[src/rtl/dtc_pkg.sv]
`default_nettype none
// ============================================================================
// Module      : dtc_pkg
// Description : Shared constants and types for the dtc_* classifier voters.
// Revision    : 1.0 - initial release
// ============================================================================
package dtc_pkg;

  localparam int NUM_CLASSES = 4;
  localparam int CLASS_W     = 2;

  // Window accumulator control states
  typedef enum logic [1:0] {
    ACCUM   = 2'd0,
    RESOLVE = 2'd1,
    EMIT    = 2'd2
  } state_t;

endpackage
`default_nettype wire

[src/rtl/dtc_argmax4.sv]
`default_nettype none
// ============================================================================
// Module      : dtc_argmax4
// Description : Combinational argmax over four class vote counts. Ties are
//               broken towards the lowest class index; o_tie reports that at
//               least one other class shares the maximum count.
// Revision    : 1.0 - initial release
// ============================================================================
module dtc_argmax4
  import dtc_pkg::*;
#(
  parameter int CNT_W = 5
) (
  input  logic [CNT_W-1:0]   i_cnt0,
  input  logic [CNT_W-1:0]   i_cnt1,
  input  logic [CNT_W-1:0]   i_cnt2,
  input  logic [CNT_W-1:0]   i_cnt3,
  output logic [CLASS_W-1:0] o_idx,
  output logic [CNT_W-1:0]   o_max,
  output logic               o_tie
);

  logic [CLASS_W-1:0]     w_idx;
  logic [CNT_W-1:0]       w_max;
  logic [NUM_CLASSES-1:0] w_eq;

  // Strict greater-than keeps the earliest (lowest) index on equal counts
  always_comb begin
    w_idx = CLASS_W'(0);
    w_max = i_cnt0;
    if (i_cnt1 > w_max) begin
      w_idx = CLASS_W'(1);
      w_max = i_cnt1;
    end
    if (i_cnt2 > w_max) begin
      w_idx = CLASS_W'(2);
      w_max = i_cnt2;
    end
    if (i_cnt3 > w_max) begin
      w_idx = CLASS_W'(3);
      w_max = i_cnt3;
    end
  end

  assign w_eq[0] = (i_cnt0 == w_max);
  assign w_eq[1] = (i_cnt1 == w_max);
  assign w_eq[2] = (i_cnt2 == w_max);
  assign w_eq[3] = (i_cnt3 == w_max);

  assign o_idx = w_idx;
  assign o_max = w_max;
  // More than one bit set in w_eq means another class matches the winner
  assign o_tie = |(w_eq & (w_eq - NUM_CLASSES'(1)));

endmodule
`default_nettype wire

[src/rtl/dtc_vote_accumulator.sv]
`default_nettype none
// ============================================================================
// Module      : dtc_vote_accumulator
// Description : Collects per-sample class predictions into a per-class vote
//               histogram over a window of WINDOW samples (or fewer when
//               flushed) and emits the majority class, its vote count, the
//               sample count and a tie flag once per window.
// Revision    : 1.0 - initial release
// ============================================================================
module dtc_vote_accumulator
  import dtc_pkg::*;
#(
  parameter  int WINDOW = 16,
  localparam int CNT_W  = $clog2(WINDOW + 1)
) (
  input  logic                 clk,
  input  logic                 rst_n,
  input  logic                 in_valid,
  output logic                 in_ready,
  input  logic [CLASS_W-1:0]   inp,
  input  logic                 flush,
  output logic                 out_valid,
  input  logic                 out_ready,
  output logic [CLASS_W-1:0]   outp,
  output logic [CNT_W-1:0]     out_count,
  output logic [CNT_W-1:0]     out_samples,
  output logic                 out_tie
);

  state_t               r_state;
  state_t               w_state_next;

  logic [CNT_W-1:0]     r_cnt [NUM_CLASSES];
  logic [CNT_W-1:0]     r_samples;
  logic [CNT_W-1:0]     w_samples_next;

  logic                 w_accept;
  logic                 w_close;
  logic                 w_release;

  logic [CLASS_W-1:0]   w_arg_idx;
  logic [CNT_W-1:0]     w_arg_max;
  logic                 w_arg_tie;

  logic [CLASS_W-1:0]   r_outp;
  logic [CNT_W-1:0]     r_out_count;
  logic [CNT_W-1:0]     r_out_samples;
  logic                 r_out_tie;

  assign in_ready  = (r_state == ACCUM);
  assign out_valid = (r_state == EMIT);

  assign w_accept       = in_valid && in_ready;
  assign w_samples_next = r_samples + CNT_W'(w_accept);
  assign w_release      = out_valid && out_ready;

  // A window closes when it fills, or on flush once it holds at least one
  // sample (counting a sample accepted in the same cycle as the flush).
  assign w_close = (w_accept && (w_samples_next == CNT_W'(WINDOW))) ||
                   (flush && (w_samples_next != '0));

  dtc_argmax4 #(
    .CNT_W (CNT_W)
  ) u_argmax (
    .i_cnt0 (r_cnt[0]),
    .i_cnt1 (r_cnt[1]),
    .i_cnt2 (r_cnt[2]),
    .i_cnt3 (r_cnt[3]),
    .o_idx  (w_arg_idx),
    .o_max  (w_arg_max),
    .o_tie  (w_arg_tie)
  );

  // State register
  always_ff @(posedge clk or negedge rst_n) begin
    if (!rst_n) begin
      r_state <= ACCUM;
    end else begin
      r_state <= w_state_next;
    end
  end

  // Next-state logic: ACCUM -> RESOLVE (one cycle) -> EMIT -> ACCUM
  always_comb begin
    w_state_next = r_state;
    case (r_state)
      ACCUM: begin
        if (w_close) begin
          w_state_next = RESOLVE;
        end
      end
      RESOLVE: begin
        w_state_next = EMIT;
      end
      EMIT: begin
        if (out_ready) begin
          w_state_next = ACCUM;
        end
      end
      default: begin
        w_state_next = ACCUM;
      end
    endcase
  end

  // Vote histogram and sample counter; cleared when the result is taken
  always_ff @(posedge clk or negedge rst_n) begin
    if (!rst_n) begin
      for (int i = 0; i < NUM_CLASSES; i++) begin
        r_cnt[i] <= '0;
      end
      r_samples <= '0;
    end else if (w_release) begin
      for (int i = 0; i < NUM_CLASSES; i++) begin
        r_cnt[i] <= '0;
      end
      r_samples <= '0;
    end else if (w_accept) begin
      r_cnt[inp] <= r_cnt[inp] + CNT_W'(1);
      r_samples  <= w_samples_next;
    end
  end

  // Capture the window result during RESOLVE; held until the next window
  always_ff @(posedge clk or negedge rst_n) begin
    if (!rst_n) begin
      r_outp        <= '0;
      r_out_count   <= '0;
      r_out_samples <= '0;
      r_out_tie     <= 1'b0;
    end else if (r_state == RESOLVE) begin
      r_outp        <= w_arg_idx;
      r_out_count   <= w_arg_max;
      r_out_samples <= r_samples;
      r_out_tie     <= w_arg_tie;
    end
  end

  assign outp        = r_outp;
  assign out_count   = r_out_count;
  assign out_samples = r_out_samples;
  assign out_tie     = r_out_tie;

endmodule
`default_nettype wire

[config.mk]
export PLATFORM = sky130hd
export DESIGN_NAME = dtc_vote_accumulator
export DESIGN_NICKNAME = d
export VERILOG_FILES = /design/src/rtl/dtc_pkg.sv /design/src/rtl/dtc_argmax4.sv /design/src/rtl/dtc_vote_accumulator.sv
export SDC_FILE = /design/constraint.sdc
export NUM_CORES = 1
export LEC_CHECK = 0
export CAP_MARGIN = 20
export CELL_PAD_IN_SITES_DETAIL_PLACEMENT = 1
export CELL_PAD_IN_SITES_GLOBAL_PLACEMENT = 2
export CORE_MARGIN = 1.5
export CORE_UTILIZATION = 38
export CTS_BUF_LIST = sky130_fd_sc_hd__clkbuf_16
export CTS_CLUSTER_DIAMETER = 50
export DETAILED_ROUTE_END_ITERATION = 8
export GPL_TIMING_DRIVEN = 0
export PLACE_DENSITY = 0.79
export SKIP_LAST_GASP = 1
export SLEW_MARGIN = 5
export SYNTH_ARGS = -nofsm -noshare
export SYNTH_HDL_FRONTEND = slang
export SYNTH_SLANG_ARGS = --single-unit
export TNS_END_PERCENT = 5
[constraint.sdc]
create_clock -name clk -period 7.1 [get_ports clk]
set_input_delay 1.065 -clock clk [delete_from_list [all_inputs] [get_ports clk]]
set_output_delay 1.065 -clock clk [all_outputs]
set_load 0.02 [all_outputs]
---- Word level (Yosys, flattened, before mapping) ----
Cells that the tools add are included.
word-level totals
  input port bits ......................... 7
  logic and storage cells ................. 59
  register bits ........................... 40
operators by class
  add/sub/neg operators ................... 3
  bitwise logic cells ..................... 2
  equal/unequal tests ..................... 9
  reductions and logical operators ........ 11
  order comparisons ....................... 5
  multiplexer cells ....................... 19
operators by type and width
  operator                                                                      number
  20-bit two-way mux                                                            2
  5-bit two-way mux                                                             8
  20-bit bitwise mux                                                            1
  5-bit equality test                                                           4
  5-bit greater-than comparator                                                 3
  5-bit binary-select mux with 2-bit select                                     1
  5-bit demux with 2-bit select                                                 1
  2-bit two-way mux                                                             4
  2-bit case mux with 3 select lines                                            1
  5-bit by 1-bit adder with 5-bit output                                        1
  5-bit by 1-bit adder with 5-bit output, second input constant                 1
  5-bit equality test, second input constant                                    1
  1-bit logical AND                                                             5
  5-bit nonzero test                                                            1
  4-bit bitwise AND                                                             1
  2-bit by 1-bit inequality test with 1-bit output, second input constant       2
  4-bit OR reduction                                                            1
  4-bit by 1-bit subtractor with 4-bit output, second input constant            1
  3-bit >= comparator, second input constant                                    1
  3-bit by 1-bit less-than comparator with 1-bit output, second input constant  1
  2-bit NOT with 3-bit output                                                   1
  2-bit by 1-bit equality test with 1-bit output, second input constant         1
  2-bit equality test, second input constant                                    1
  2-bit logical NOT                                                             1
  other kinds (4)                                                               4

---- Logic depth before layout (Yosys ltp) ----
  depth after elaboration ................. 10
  mapped depth ............................ 27

---- Cells and area by module ----
Synthesis repeated with hierarchy kept, for this count alone.
second synthesis, totals
  cells, all modules ...................... 310
  area, all modules ....................... 3039.2 um2
by module, submodules not included
  module                cells each  times used  seq. area each (um2)  area each (um2)
  dtc_vote_accumulator  152         1           1001.0                1871.8
  dtc_argmax4           158         1           0.0                   1167.4

---- Worst setup path before layout ----
OpenSTA, ideal clock, no wires.
  path kind ............................... reg-to-reg
  start ................................... register r_cnt[17] (netlist name)
  end ..................................... register r_out_tie, in the netlist out_tie
  library setup time ...................... 0.127 ns
  arrival time ............................ 4.957 ns
  path buffers ............................ 2
  path slack .............................. 2.015 ns
  period minus slack after synthesis ...... 5.085 ns
  cell stages (with the launch flop) ...... 25
  required time ........................... 6.973 ns
  path through ............................ dfrtp_1 -> inv_1 -> ha_1 -> and4_4 -> a21o_4 -> o21ai_4 -> a21oi_2 -> ha_1 -> o21ai_1 -> a21oi_1 -> o21a_1 -> buf_6 -> a221o_1 -> o21ai_1 -> ha_1 -> and3_1 -> a31oi_2 -> o31a_4 -> buf_8 -> nor3_1 -> a221o_1 -> xnor2_1 -> and3_1 -> a221oi_1 -> o31ai_2
between the ends
  word-level cells in the longest chain between the ends .. 10
  elaborated cells between the ends (all ways) .. 13
  classes of those cells .................. 1 x add/sub; 3 x order compare; 4 x eq/ne; 3 x mux; 1 x bitwise; 1 x reduce/logical
RTL lines
  item                                         RTL line                     RTL
  start: declaration                           dtc_vote_accumulator.sv:33   logic [CNT_W-1:0] r_cnt [NUM_CLASSES];
  start signal: indexed assignment             dtc_vote_accumulator.sv:119  r_cnt[inp] <= r_cnt[inp] + CNT_W'(1);
  5-bit greater-than comparator                dtc_argmax4.sv:31            if (i_cnt1 > w_max) begin
  5-bit two-way mux                            dtc_argmax4.sv:31
  5-bit greater-than comparator                dtc_argmax4.sv:35            if (i_cnt2 > w_max) begin
  5-bit two-way mux                            dtc_argmax4.sv:35
  5-bit greater-than comparator                dtc_argmax4.sv:39            if (i_cnt3 > w_max) begin
  5-bit two-way mux                            dtc_argmax4.sv:39
  5-bit equality test (on tied branches)       -
  4-bit by 1-bit subtractor with 4-bit output  dtc_argmax4.sv:53            assign o_tie = |(w_eq & (w_eq - NUM_CLASSES'(1)));
  4-bit bitwise AND (*)                        dtc_argmax4.sv:53
  4-bit OR reduction (*)                       dtc_argmax4.sv:53
  end signal: assignment                       dtc_vote_accumulator.sv:135  r_out_tie <= w_arg_tie;
  end: declaration                             dtc_vote_accumulator.sv:48   logic r_out_tie;
Mark *: on every way between the ends. The rest lies on a longest branch, timed or not.
A chain may end at the register's enable or synchronous reset.

---- Worst setup path in the final report ----
  start ................................... register r_cnt[18] (netlist name)
  end ..................................... register r_out_tie, in the netlist out_tie
Same word-level chain as after synthesis.

==> metrics.txt <==
status=finished, final reports clean; Core Util, Final=a little under half; Final Hold Fails=0; Hold Crit Class=reg2reg; RSZ-0062 raised after global routing=false; Layout fillers=930; Worst Skew=0.00542 ns; Area Growth Syn to Fin=14.9%; Initial Util=approximately 40%; Num CTS Buffers=5; clk sinks=40; critical path capture point type=flop; crit path max fanout=8; max-capacitance violation count=0; Synth Net Count=between 300 and 400; setup repair bufs after CTS=0; flop2flop setup slack=1.20 ns; Final Cycle Share=around 83%; Mapped Area=between 3000 and 4000 um2; layout cells sized above 1=16.7%; NumNets Final=roughly 380; largest net degree at the start of global routing=31; Vias/cell=5.78; most common cell after layout, fill and taps aside=dfrtp_1; Post-DP HPWL=approximately 6.9 mm; # DRC=0; DR pass1 iterations=4; vias in the first global route=~2,800; hold path cells=2; # IOs=22; H-tree depth=2; GR Overflow Total=0; Worst-Margin Slew=0.715 ns; Vias=between 2,000 and 3,000; synth unique cells=69; Worst-Skew Late Latency=0.28 ns; Fmax=between 0.15 and 0.2 GHz; WP data arrival=6.09 ns; Total GRT Usage=21.7%; Critical Path RT=about 7.3 ns; initial antenna violation count=0; Cells after Synth=between 300 and 400; # diodes=0; worst r2r dst=out_tie$_DFFE_PN0N_; CTS root buffer=clkbuf_16; worst reg2reg path depth=24; Worst R2R Start=r_cnt[18]$_DFFE_PN0P_; Avg Inst Size Synth=between 9 and 10 um2; max-slew violations=0; I/O Buffers=19; chip width=93.7 um; Async S/R FF share, synth=100%; TritonCTS clock tree=built; aggregate routed wire length=8.92 mm; Tmin final=a little under 6 ns; number of flops mapped to enable cells by yosys=0; # setup viols final=0; Clock Pin Slew Worst Setup and Hold Paths=approximately 0.050 ns; overall die area=8790 um2; Yosys reg bits=40; die height=around 94 um; commonest cells after routing, fill and taps aside=40 x dfrtp_1, 34 x o21ai_0, 26 x nand2_1; post-CTS sizing=0; relative slew slack=52.0%; post-synth top area share=32.0%; Std-Cell Rows=32; Core ar.=7850 um2; GPL Wtd Cong=between 0.8 and 0.9; maximum clock path buffer count=2; HP Start=out_count[3]$_DFFE_PN0N_; DRT iter0 DRCs=around 70; post-route ant nets=0; Seq/Total Area, Yosys=between 30% and 40%; Hold Buf Count CTS=0; Worst Setup Start Kind=flop; Worst Hold End=out_count[3]$_DFFE_PN0N_; first-pass GRT wire length=~14 mm; Synth area leaders=dfrtp_1 32%, ha_1 7.2%, o21ai_0 5.4%; WL/cell=19.6 um; Warnings, synthesis=0; main flop type after synthesis=dfrtp_1; setup TNS=0 ns; leading area contributor after synthesis=dfrtp_1; worst setup path category=reg2reg
[synthesized netlist by cell type, drive strengths merged (2+ instances only)]
master   number
mux2          9
a21oi        18
or2           4
o22ai         3
ha           18
clkbuf        9
a21boi        2
nand2        26
a211oi        3
nor3          9
nand2b        3
buf           5
a2111oi       2
xor2          6
or3           3
nand3        20
a221o         2
dfrtp        40
o32ai         3
nor2         20
o221ai        2
and3          4
and2          4
a21o          3
a22o          2
mux4          5
inv          14
a31oi         5
o31a          2
nand4         2
o31ai         3
a221oi        6
xnor2        10
o21ai        40
nor4          3
mux2i         6
[per-layer routing]
layer	vias to the layer above	GRT usage, %	wire, um
met1	1313	28.3	4150
met4	0	6.47	180
met5	-	0	0
met2	36	37.3	4360
met3	12	3.16	234
li1	1275	-	-
[cell families after synthesis]
kind of cell | share of synthesized area, %
multiplexers | 8.88
buffers and inverters | 5.12
flip-flops | 32.0
AO/OA/AOI/OAI | 24.3
adder cells (fa/ha/maj) | 7.20
AND/OR/NAND/NOR | 17.8
XOR/XNOR | 4.72
[how the worst max path moves through the flow]
stage                                     end  cells after the start  slack (ns)                  start
after global placement    out_tie$_DFFE_PN0N_                     22        1.22  r_cnt[18]$_DFFE_PN0P_
after global routing      out_tie$_DFFE_PN0N_                     24        0.72  r_cnt[18]$_DFFE_PN0P_
after floorplan           out_tie$_DFFE_PN0N_                     24        2.02  r_cnt[17]$_DFFE_PN0P_
after CTS                 out_tie$_DFFE_PN0N_                     24        1.16  r_cnt[18]$_DFFE_PN0P_
final                     out_tie$_DFFE_PN0N_                     24        1.20  r_cnt[18]$_DFFE_PN0P_
after detailed placement  out_tie$_DFFE_PN0N_                     24        1.17  r_cnt[18]$_DFFE_PN0P_
[per-stage QoR]
step / area [um2] / cells / setup slack, ns / hold WS [ns]
CTS: 3590 / 456 / 1.16 / 0.488
global route: 3590 / 456 / 0.722 / 0.515
global placement: 3450 / 448 / 1.22 / 0.466
finish: 3590 / 456 / 1.20 / 0.480
floorplan: 3130 / 327 / 2.02 / 0.443
detailed placement: 3460 / 449 / 1.17 / 0.477
[cell type report]
cell class | instances | area (um2) | area share [%]
Tap cell | 102 | 128 | 3.55
Buffer | 14 | 104 | 2.89
Clock buffer | 5 | 125 | 3.48
Inverter | 15 | 56.3 | 1.57
Clock inverter | 2 | 7.51 | 0.209
Timing Repair Buffer | 20 | 205 | 5.71
Sequential cell | 40 | 1000 | 27.8
Multi-Input combinational cell | 258 | 1970 | 54.8
[sequential cells by signal (all words and copies together) (netlist names)]
register	cells
out_count	5
out_samples	5
out_tie	1
outp	2
r_cnt	20
r_samples	5
r_state	2
[worst max-delay path: stages, from the launching register on]
cell and delay, ns:
dfrtp_1 0.48, inv_1 0.15, ha_1 0.35, and4_4 0.28
nand2_1 0.12, o22ai_1 0.24, or2_1 0.25, inv_1 0.14
ha_1 0.30, nand2b_1 0.07, a21oi_1 0.09, o21ai_1 0.59
nor3_2 0.14, nor2_1 0.20, inv_1 0.06, ha_1 0.28
o21ai_1 0.08, a21oi_1 0.09, o31ai_2 0.60, nor2_1 0.15
a2111oi_2 0.35, o32ai_2 0.17, nor4_4 0.29, a311oi_1 0.10
o31ai_2 0.23
Power is left out: the tool's default activity adds up to more than one toggle a clock period on the data nets, which glitch-free logic cannot reach.
